### src/rtl/tcp_ack_pkg.sv
// tcp_ack_pkg: shared types and helpers for the TCP ACK scheduler.
// Build option TCP_ACK_DELAYED_EN enables ACK coalescing and the delayed-ACK timer.
package tcp_ack_pkg;

   typedef enum logic [1:0] {
      IDLE = 2'd0,
      PEND = 2'd1,
      REQ  = 2'd2
   } ack_state_e;

   localparam logic [15:0] WIN_MAX      = 16'hFFFF;
   localparam int          SEG_CNT_BITS = 4;

   // Advertised window without scaling: clamp to 16 bits
   function automatic logic [15:0] win_sat(input logic [31:0] w);
      return (w > 32'(WIN_MAX)) ? WIN_MAX : w[15:0];
   endfunction

endpackage

### src/rtl/tcp_ack_if.sv
// tcp_ack_if: ACK request handshake between the scheduler and the TX header builder.
// Unaffected by TCP_ACK_DELAYED_EN.
interface tcp_ack_if #(
   parameter int SEQ_BITS = 32
);
   logic                ack_req_o;
   logic                ack_grant_i;
   logic [SEQ_BITS-1:0] ack_seq_o;
   logic [15:0]         ack_win_o;

   modport master (
      output ack_req_o,
      output ack_seq_o,
      output ack_win_o,
      input  ack_grant_i
   );

   modport slave (
      input  ack_req_o,
      input  ack_seq_o,
      input  ack_win_o,
      output ack_grant_i
   );
endinterface

### src/rtl/tcp_delack_timer.sv
// tcp_delack_timer: saturating cycle counter with clear/enable and a done flag.
// Only instantiated when TCP_ACK_DELAYED_EN is defined.
module tcp_delack_timer #(
   parameter int MAX = 1000
) (
   input  logic clk,
   input  logic rst_n,
   input  logic clr,
   input  logic en,
   output logic done
);
   localparam int W = $clog2(MAX + 1);
   localparam logic [W-1:0] LIM = W'(MAX);

   logic [W-1:0] cnt;

   // Count while enabled, hold at the limit, clear has priority
   always_ff @(posedge clk or negedge rst_n) begin
      if (!rst_n) begin
         cnt <= '0;
      end else if (clr) begin
         cnt <= '0;
      end else if (en && cnt != LIM) begin
         cnt <= cnt + W'(1);
      end
   end

   assign done = (cnt == LIM);
endmodule

### src/rtl/tcp_ack_scheduler.sv
// tcp_ack_scheduler: decides when the RX path owes an ACK and requests it from TX.
// TCP_ACK_DELAYED_EN: coalesce segments / delay ACKs; undefined: ACK as soon as owed.
module tcp_ack_scheduler
   import tcp_ack_pkg::*;
#(
   parameter int SEQ_BITS          = 32,
   parameter int ACK_EVERY         = 2,
   parameter int DELACK_CYCLES     = 1000,
   parameter int WIN_UPDATE_THRESH = 16
) (
   input  logic                clk,
   input  logic                rst_n,
   input  logic                conn_open_i,
   input  logic [SEQ_BITS-1:0] conn_seq_i,
   input  logic [SEQ_BITS-1:0] ack_seq_i,
   input  logic                ack_done_i,
   input  logic [31:0]         window_i,
   input  logic                seg_end_i,
   input  logic                ooo_i,
   tcp_ack_if.master           bus,
   output logic                ack_pending_o
);
   localparam logic [1:0] ST_IDLE = IDLE;
   localparam logic [1:0] ST_PEND = PEND;
   localparam logic [1:0] ST_REQ  = REQ;

   logic [1:0]          state;
   logic [1:0]          nxt;
   logic [SEQ_BITS-1:0] sent_ack;
   logic [SEQ_BITS-1:0] lat_seq;
   logic [SEQ_BITS-1:0] seq_q;
   logic [15:0]         win_q;
   logic [31:0]         prev_win;
   logic                req_q;
   logic                owe;
   logic                win_upd;
   logic                grant;
   logic                fire;

   assign owe     = ack_done_i && (ack_seq_i != sent_ack);
   assign win_upd = (prev_win < 32'(WIN_UPDATE_THRESH))
                 && (window_i >= 32'(WIN_UPDATE_THRESH));
   assign grant   = (state == ST_REQ) && bus.ack_grant_i;

`ifdef TCP_ACK_DELAYED_EN
   localparam bit DELAYED = 1'b1;

   typedef logic [SEG_CNT_BITS:0] seg_sum_t;
   localparam seg_sum_t ACK_N = seg_sum_t'(ACK_EVERY);

   logic [SEG_CNT_BITS-1:0] seg_cnt;
   seg_sum_t                seg_sum;
   logic                    tmr_done;

   assign seg_sum = seg_sum_t'(seg_cnt) + seg_sum_t'(seg_end_i);
   assign fire    = ooo_i || win_upd || tmr_done || (seg_sum >= ACK_N);

   tcp_delack_timer #(
      .MAX (DELACK_CYCLES)
   ) u_timer (
      .clk   (clk),
      .rst_n (rst_n),
      .clr   (state != ST_PEND),
      .en    (state == ST_PEND),
      .done  (tmr_done)
   );

   // Segments seen while coalescing; zero outside PEND so entry starts fresh
   always_ff @(posedge clk or negedge rst_n) begin
      if (!rst_n) begin
         seg_cnt <= '0;
      end else if (state != ST_PEND) begin
         seg_cnt <= '0;
      end else if (seg_end_i && seg_cnt != '1) begin
         seg_cnt <= seg_cnt + SEG_CNT_BITS'(1);
      end
   end

   // Pending flag mirrors the PEND state
   always_ff @(posedge clk or negedge rst_n) begin
      if (!rst_n) begin
         ack_pending_o <= 1'b0;
      end else begin
         ack_pending_o <= (nxt == ST_PEND);
      end
   end
`else
   localparam bit DELAYED = 1'b0;

   logic unused_cfg;

   assign fire          = 1'b0;
   assign ack_pending_o = 1'b0;
   assign unused_cfg    = ^{seg_end_i, ACK_EVERY[0], DELACK_CYCLES[0]};
`endif

   // Next state and the ack number to latch when a request starts
   always_comb begin
      nxt     = state;
      lat_seq = ack_seq_i;
      unique case (state)
         ST_IDLE: begin
            if (ooo_i || win_upd) begin
               nxt     = ST_REQ;
               lat_seq = owe ? ack_seq_i : sent_ack;
            end else if (owe) begin
               nxt = DELAYED ? ST_PEND : ST_REQ;
            end
         end
         ST_PEND: begin
            if (fire) nxt = ST_REQ;
         end
         ST_REQ: begin
            if (bus.ack_grant_i) begin
               nxt = (DELAYED && ack_seq_i != seq_q) ? ST_PEND : ST_IDLE;
            end
         end
         default: nxt = ST_IDLE;
      endcase
      if (conn_open_i) nxt = ST_IDLE;
   end

   // State, latched request fields and the last acknowledged pointer
   always_ff @(posedge clk or negedge rst_n) begin
      if (!rst_n) begin
         state    <= ST_IDLE;
         req_q    <= 1'b0;
         seq_q    <= '0;
         win_q    <= '0;
         sent_ack <= '0;
         prev_win <= '1;
      end else begin
         state    <= nxt;
         req_q    <= (nxt == ST_REQ);
         prev_win <= window_i;
         if (nxt == ST_REQ && state != ST_REQ) begin
            seq_q <= lat_seq;
            win_q <= win_sat(window_i);
         end
         if (conn_open_i) begin
            sent_ack <= conn_seq_i;
         end else if (grant) begin
            sent_ack <= seq_q;
         end
      end
   end

   assign bus.ack_req_o = req_q;
   assign bus.ack_seq_o = seq_q;
   assign bus.ack_win_o = win_q;
endmodule

### src/flat_wrapper.sv
// flat-port wrapper written by rule: the top's interface ports become plain ports
module tcp_ack_scheduler_flat import tcp_ack_pkg::*;
#(
   parameter int SEQ_BITS          = 32,
   parameter int ACK_EVERY         = 2,
   parameter int DELACK_CYCLES     = 1000,
   parameter int WIN_UPDATE_THRESH = 16
)
  (clk, rst_n, conn_open_i, conn_seq_i, ack_seq_i, ack_done_i, window_i, seg_end_i, ooo_i, ack_pending_o, bus_ack_req_o, bus_ack_seq_o, bus_ack_win_o, bus_ack_grant_i);
  tcp_ack_if #(.SEQ_BITS(SEQ_BITS)) bus_i ();
  input  logic clk;
  input  logic rst_n;
  input  logic conn_open_i;
  input  logic [SEQ_BITS-1:0] conn_seq_i;
  input  logic [SEQ_BITS-1:0] ack_seq_i;
  input  logic ack_done_i;
  input  logic [31:0] window_i;
  input  logic seg_end_i;
  input  logic ooo_i;
  output logic ack_pending_o;
  output wire logic [$bits(bus_i.ack_req_o)-1:0] bus_ack_req_o;
  output wire logic [$bits(bus_i.ack_seq_o)-1:0] bus_ack_seq_o;
  output wire logic [$bits(bus_i.ack_win_o)-1:0] bus_ack_win_o;
  input wire logic [$bits(bus_i.ack_grant_i)-1:0] bus_ack_grant_i;
  assign bus_ack_req_o = bus_i.ack_req_o;
  assign bus_ack_seq_o = bus_i.ack_seq_o;
  assign bus_ack_win_o = bus_i.ack_win_o;
  assign bus_i.ack_grant_i = bus_ack_grant_i;
  tcp_ack_scheduler #(.SEQ_BITS(SEQ_BITS), .ACK_EVERY(ACK_EVERY), .DELACK_CYCLES(DELACK_CYCLES), .WIN_UPDATE_THRESH(WIN_UPDATE_THRESH)) u_core (.clk(clk), .rst_n(rst_n), .conn_open_i(conn_open_i), .conn_seq_i(conn_seq_i), .ack_seq_i(ack_seq_i), .ack_done_i(ack_done_i), .window_i(window_i), .seg_end_i(seg_end_i), .ooo_i(ooo_i), .bus(bus_i), .ack_pending_o(ack_pending_o));
endmodule
### config.mk
export PLATFORM = sky130hd
export DESIGN_NAME = tcp_ack_scheduler_flat
export DESIGN_NICKNAME = d
export VERILOG_FILES = /design/src/rtl/tcp_ack_pkg.sv /design/src/rtl/tcp_ack_if.sv /design/src/rtl/tcp_delack_timer.sv /design/src/rtl/tcp_ack_scheduler.sv /design/src/flat_wrapper.sv
export SDC_FILE = /design/constraint.sdc
export NUM_CORES = 1
export LEC_CHECK = 0
export ABC_AREA = 1
export BUFFER_PORTS_ARGS = -buffer_cell sky130_fd_sc_hd__buf_2
export CORE_ASPECT_RATIO = 0.8
export CORE_UTILIZATION = 54
export CTS_BUF_LIST = sky130_fd_sc_hd__clkbuf_2
export DETAILED_ROUTE_END_ITERATION = 12
export GPL_TIMING_DRIVEN = 1
export HOLD_SLACK_MARGIN = 0.12
export PLACE_DENSITY = 0.94
export SYNTH_ARGS = -nofsm -noshare
export SYNTH_HDL_FRONTEND = slang
export SYNTH_SLANG_ARGS = --single-unit
### constraint.sdc
create_clock -name clk -period 2.4 [get_ports clk]
set_clock_uncertainty 0.2 [all_clocks]
set_input_delay 0.24 -clock clk [delete_from_list [all_inputs] [get_ports clk]]
set_output_delay 0.24 -clock clk [all_outputs]
set_load 0.005 [all_outputs]
==> impl_metrics.py, run 1 <==
metrics = {
    "yosys": {
        "netlist.area_leader.share_pct": 37.5,
        "syn_area_um2": 5540,
        "synth_top_area_cell": "dfrtp_1",
        "yosysSeqAreaShare_pct": 50.8,
        "ys_ff_latch": 111,
        "synthCells": 729,
        "synth_fp_nets": 832,
        "synthTopCellsByArea": "dfrtp_1, nand2_1, dfstp_2, nand3_1, xnor2_1",
        "syn_area_per_cell_um2": 7.60,
        "yosys_warnings": 0,
        "ys_types": 23,
    },
    "critical_path": {
        "cp-start-kind": "register",
        "crit_path_frequent_cell": "nand2_1",
        "slowest_stage": "dfrtp_1",
        "rr_worst_depth": 13,
        "end_kind": "register",
        "r2r_end": "u_core.bus.ack_seq_o[17]",
        "cp.required_ns": 2.75,
        "cp_max_fo": 24,
        "path_cells": "xnor2_1 > nand2_1 > nor2_1 > nand2_1 > nor2_1 > nand2_1 > nand2_1 > nand2_1 > buf_6 > nand2_1 > nand2_1 > nand3_1 > nand2_1",
        "crit_type": "register to register",
        "reg2reg_from": "u_core.sent_ack[4]",
        "cp-startpoint": "u_core.sent_ack[4]",
        "rrSetupSlack_ns": 0.11,
        "cp.arrival_ns": 2.64,
        "slowest_delay_ns": 0.48,
    },
    "die": {
        "num_io_pins": 153,
        "die_h_um": 92.6,
        "initial_core_util_pct": 56.5,
        "fp.coreArea_um2": 9810,
        "die_area_um2": 10700,
        "placementRows": 32,
        "die_w_um": 115,
    },
    "grt": {
        "grt_usage_pct": 41.4,
        "gr-total-overflow": 0,
        "grt_pass1_vias": 6870,
        "antenna_found_initial": 3,
        "grt_pass1_wl_um": 33200,
        "grt_max_degree": 54,
    },
    "outcome": {
        "run_status": "completed",
    },
    "min_path": {
        "whs_path_depth": 4,
        "worstHoldPathType": "primary input to register",
        "min-delay-start": "conn_seq_i[27]",
        "whs_endpoint": "u_core.sent_ack[27]",
    },
    "layout": {
        "final_cell_mix": "nand2_1, dlygate4sd3_1, buf_2",
        "final_common_cell": "nand2_1",
        "final_util_pct": 85.4,
        "nNetsFinal": 1146,
        "area_delta_synth_final_pct": 51.2,
        "design_area_um2": 8380,
        "drive_gt1_share_pct": 21.8,
    },
    "pwr": {
        "intPower_mw": 3.09,
        "ir_drop_v": 0.000491,
        "p_leak_nw": 4.27,
        "switching_power_mw": 1.64,
        "power_density_nw_per_um2": 564,
        "pwr-share-seq_pct": 51.1,
        "pwr-share-comb_pct": 29.7,
        "switching_share_pct": 34.7,
        "clock_power_share_pct": 19.1,
        "finalPower_mw": 4.73,
    },
    "timing": {
        "slew_headroom_pct": 44.3,
        "timing.final.crit_share_pct": 95.6,
        "setup_viol": 0,
        "drv_slew": 0,
        "fin_crit_ns": 2.29,
        "finalHoldViolCount": 0,
        "max_freq_ghz": 0.436,
        "tightest_slew_ns": 0.836,
    },
    "clocking": {
        "cts-htree-levels": 3,
        "cts-root-buf": "clkbuf_2",
        "cts_sinks": 111,
        "cts_tree": "built",
        "insertion_delay_ns": 0.64,
        "clkTransAtPathRegs_ns": 0.29,
        "cts_buffers": 9,
        "cts_buffer_depth": 2,
    },
    "place": {
        "place_area_um2": 6490,
        "hpwl_um": 10300,
        "numPortBuffers": 150,
        "globalplace.congestion": 0.825,
    },
    "route": {
        "drt_first_pass_iters": 6,
        "avgViaCountPerCell": 5.60,
        "via_count": 6642,
        "ant_nets": 0,
        "drtIter0Drc": 848,
        "avgRoutedWirePerCell_um": 17.7,
        "wl_um": 21100,
        "post-route-drc-count": 0,
    },
    "flow_run": {
        "maxCapViolCount": 0,
    },
}
layer usage:
| metal | GRT usage, % | wire length (um) |
|---|---|---|
| met3 | 10.6 | 2130 |
| met2 | 68.2 | 10300 |
| met1 | 47.5 | 7350 |
| met5 | 0 | 0 |
| met4 | 27.9 | 1340 |
cell families (layout without fill, tap and decap cells):
kind of cell / count (synthesis) / in the layout / share of synthesized area (%)
simple gates: 489 / 489 / 37.0
compound gates: 14 / 14 / 1.69
flops: 111 / 111 / 50.8
xor+xnor: 23 / 23 / 3.64
buf+inv: 91 / 410 / 6.82
other cells: 1 / 4 / 0.0677
power groups by stage:
stage                     Combinational, mW  Clock [mW]  Sequential [mW]
after floorplan                       0.546           0             2.40
final                                  1.41       0.904             2.42
after CTS                              1.30       0.890             2.38
after detailed placement               1.08           0             2.41
after global routing                   1.53       0.968             2.45
after global placement                 1.05           0             2.40
worst max-delay path by stage:
stage	to	slack, ns	cells past startpoint
after floorplan	u_core.bus.ack_seq_o[10]	0.53	13
after global placement	u_core.bus.ack_seq_o[15]	0.29	12
after detailed placement	u_core.bus.ack_seq_o[24]	0.23	12
after CTS	u_core.bus.ack_seq_o[21]	0.05	4
after global routing	u_core.bus.ack_seq_o[17]	-0.006	15
final	u_core.bus.ack_seq_o[17]	0.11	13
critical path: cells and delay by family (launching register included):
| kind | cells | cell delay [ns] |
|---|---|---|
| buf+inv | 1 | 0.20 |
| simple gates | 11 | 1.06 |
| flops | 1 | 0.48 |
| xor+xnor | 1 | 0.28 |
metrics by stage:
step,cells,TNS [ns],hold slack [ns],setup WS (ns)
6_report,1187,0,0.167,0.106
3_5_place_dp,996,0,0.0711,0.234
3_3_place_gp,996,0,0.0655,0.286
4_1_cts,1181,0,0.126,0.0459
2_1_floorplan,729,0,-0.256,0.527
5_1_grt,1187,-0.00667,0.141,-0.00580
final cells by class:
class	count	area [um2]
Antenna cell	3	7.51
Clock buffer	10	50.0
Clock inverter	6	68.8
Fill cell	514	1430
Inverter	52	199
Multi-Input combinational cell	527	2390
Sequential cell	111	2810
Tap cell	136	170
Timing Repair Buffer	342	2680
Yosys cell counts:
cell type,number
nand2_1,306
nand3_1,118
dfrtp_1,83
inv_1,52
nor2_1,40
dfstp_2,28
xnor2_1,23
clkbuf_1,21
nand4_1,17
buf_2,11
o211ai_1,8
a21oi_1,4
buf_1,3
nor3_1,3
and2_0,2
buf_4,2
buf_6,2
a21oi_2,1
conb_1,1
nand2_2,1
nand3_2,1
nor2_4,1
o21ai_0,1
flip-flops by register name (all words and copies together), names as in the netlist:
name	flops
u_core.bus.ack_req_o	1
u_core.bus.ack_seq_o	32
u_core.bus.ack_win_o	16
u_core.prev_win	28
u_core.sent_ack	32
u_core.state	2
timing repair:
item / CTS / global route
hold buffers: 169 / 1
hold endpoints to repair: 221 / 1
gates resized for setup: 0 / 9
buffers inserted: 0 / 2
setup endpoints to repair: 0 / 41
Power figures use the tool's default switching activity.
==> inputs of run 2 (changes only) <==
CORE_UTILIZATION = 50   (was 54)
PLACE_DENSITY = 0.89   (was 0.94)
SLEW_MARGIN = 15   (was default)
==> run 2 against run 1 <==
  * First-iteration DRC count decreased by 29%
  * Clock-buffer cell count shrank 1
  * Wire length down 4.1%
  * Worst setup slack worse by 0.075 ns
  * Sequential cell count unchanged
  * Combinational power about the same
  * Sequential power about the same
==> impl_metrics.py, run 2 (synthesis gave the netlist of run 1 again) <==
metrics = {
    "pwr": {
        "p_leak_nw": 4.27,
        "power_density_nw_per_um2": 562,
        "switching_power_mw": 1.62,
        "pwr-share-comb_pct": 29.5,
        "intPower_mw": 3.10,
        "ir_drop_v": 0.000499,
        "switching_share_pct": 34.3,
        "finalPower_mw": 4.72,
        "pwr-share-seq_pct": 51.0,
        "clock_power_share_pct": 19.5,
    },
    "critical_path": {
        "cp_max_fo": 20,
        "crit_type": "primary input to register",
        "cp.required_ns": 2.80,
        "cp-start-kind": "primary input",
        "cp.arrival_ns": 2.77,
        "rr_worst_depth": 9,
        "end_kind": "register",
        "rrSetupSlack_ns": 0.05,
    },
    "die": {
        "die_w_um": 120,
        "initial_core_util_pct": 52.6,
        "die_area_um2": 11500,
        "num_io_pins": 153,
        "die_h_um": 96.2,
        "fp.coreArea_um2": 10500,
        "placementRows": 33,
    },
    "min_path": {
        "worstHoldPathType": "primary input to register",
        "whs_path_depth": 6,
    },
    "grt": {
        "grt_pass1_wl_um": 31700,
        "grt_usage_pct": 36.5,
        "antenna_found_initial": 2,
        "gr-total-overflow": 0,
        "grt_max_degree": 50,
        "grt_pass1_vias": 6625,
    },
    "timing": {
        "max_freq_ghz": 0.422,
        "slew_headroom_pct": 42.6,
        "setup_viol": 0,
        "setup_tns_ns": 0,
        "fin_crit_ns": 2.37,
        "tightest_slew_ns": 0.861,
        "finalHoldViolCount": 0,
        "rsz0062_at_grt": "true",
        "timing.final.crit_share_pct": 98.7,
        "drv_slew": 0,
        "setup_slack_ns": 0.0304,
    },
    "clocking": {
        "cts-htree-levels": 3,
        "clkTransAtPathRegs_ns": 0.32,
        "cts_buffers": 9,
        "cts_sinks": 111,
        "cts_buffer_depth": 2,
        "cts-root-buf": "clkbuf_2",
        "insertion_delay_ns": 0.63,
        "cts_tree": "built",
    },
    "layout": {
        "drive_gt1_share_pct": 21.2,
        "design_area_um2": 8390,
        "final_common_cell": "nand2_1",
        "fillers": 657,
        "area_delta_synth_final_pct": 51.5,
        "final_util_pct": 79.7,
        "final_cell_mix": "nand2_1, dlygate4sd3_1, buf_2",
        "nNetsFinal": 1148,
    },
    "flow_run": {
        "maxCapViolCount": 0,
    },
    "route": {
        "drt_first_pass_iters": 5,
        "avgViaCountPerCell": 5.43,
        "post-route-drc-count": 0,
        "ant_nets": 0,
        "via_count": 6469,
        "wl_um": 20200,
        "drtIter0Drc": 602,
        "avgRoutedWirePerCell_um": 16.9,
    },
    "outcome": {
        "run_status": "completed",
    },
    "place": {
        "hpwl_um": 10400,
        "dp_slack_ns": 0.206,
        "globalplace.congestion": 0.808,
        "place_area_um2": 6500,
        "numPortBuffers": 150,
    },
}
## run 2: final timing paths
| path | from | end |
|---|---|---|
| max reg2reg | u_core.sent_ack[7] | u_core.bus.ack_req_o |
| min | ack_seq_i[4] | u_core.bus.ack_seq_o[4] |
| max in group asynchronous | rst_n | u_core.prev_win[14] |
| max | conn_open_i | u_core.sent_ack[31] |
| min in group asynchronous | rst_n | u_core.bus.ack_seq_o[22] |
| min reg2reg | u_core.bus.ack_win_o[10] | u_core.bus.ack_win_o[10] |
## run 2: timing repair
item | 4_1_cts | 5_1_grt
hold buffers | 174 | 0
setup buffers | 0 | 0
endpoints found under the hold margin | 222 | 0
endpoints found under the setup margin | 0 | 31
resized for setup | 0 | 5
## run 2: critical path, cell delays in order
cell and delay (ns):
dlygate4sd3_1 0.52, clkbuf_4 0.32, buf_4 0.32, nand2_1 0.09, dlygate4sd3_1 0.57, o211ai_1 0.10
dlygate4sd3_1 0.59
## run 2: layout make-up
cell class | instances | area, um2 | area share [%]
Tap cell | 140 | 175 | 2.09
Inverter | 52 | 195 | 2.33
Timing Repair Buffer | 344 | 2720 | 32.4
Clock inverter | 7 | 75.1 | 0.894
Clock buffer | 9 | 45.0 | 0.537
Multi-Input combinational cell | 527 | 2370 | 28.2
Sequential cell | 111 | 2810 | 33.5
Antenna cell | 2 | 5.00 | 0.0596
## run 2: per-layer routing
layer  track usage [%]  share of wire (%)  vias up
li1                  -                  -     2924
met1              41.8                 36     3000
met2              63.2                 49      423
met3              7.23                8.9      122
met4              24.4                5.9        0
met5                 0                  0        -
## run 2: metrics by stage
stage | hold WS [ns] | instances
2_1_floorplan | -0.256 | 729
3_3_place_gp | 0.00986 | 1000
3_5_place_dp | 0.0131 | 1000
4_1_cts | 0.228 | 1190
5_1_grt | 0.243 | 1192
6_report | 0.253 | 1192
## run 2: power by group through the flow
stage	Sequential, mW	Clock [mW]	Combinational [mW]
3_3_place_gp	2.40	0	1.05
6_report	2.41	0.920	1.39
5_1_grt	2.43	0.992	1.53
2_1_floorplan	2.40	0	0.546
4_1_cts	2.38	0.920	1.32
3_5_place_dp	2.41	0	1.08
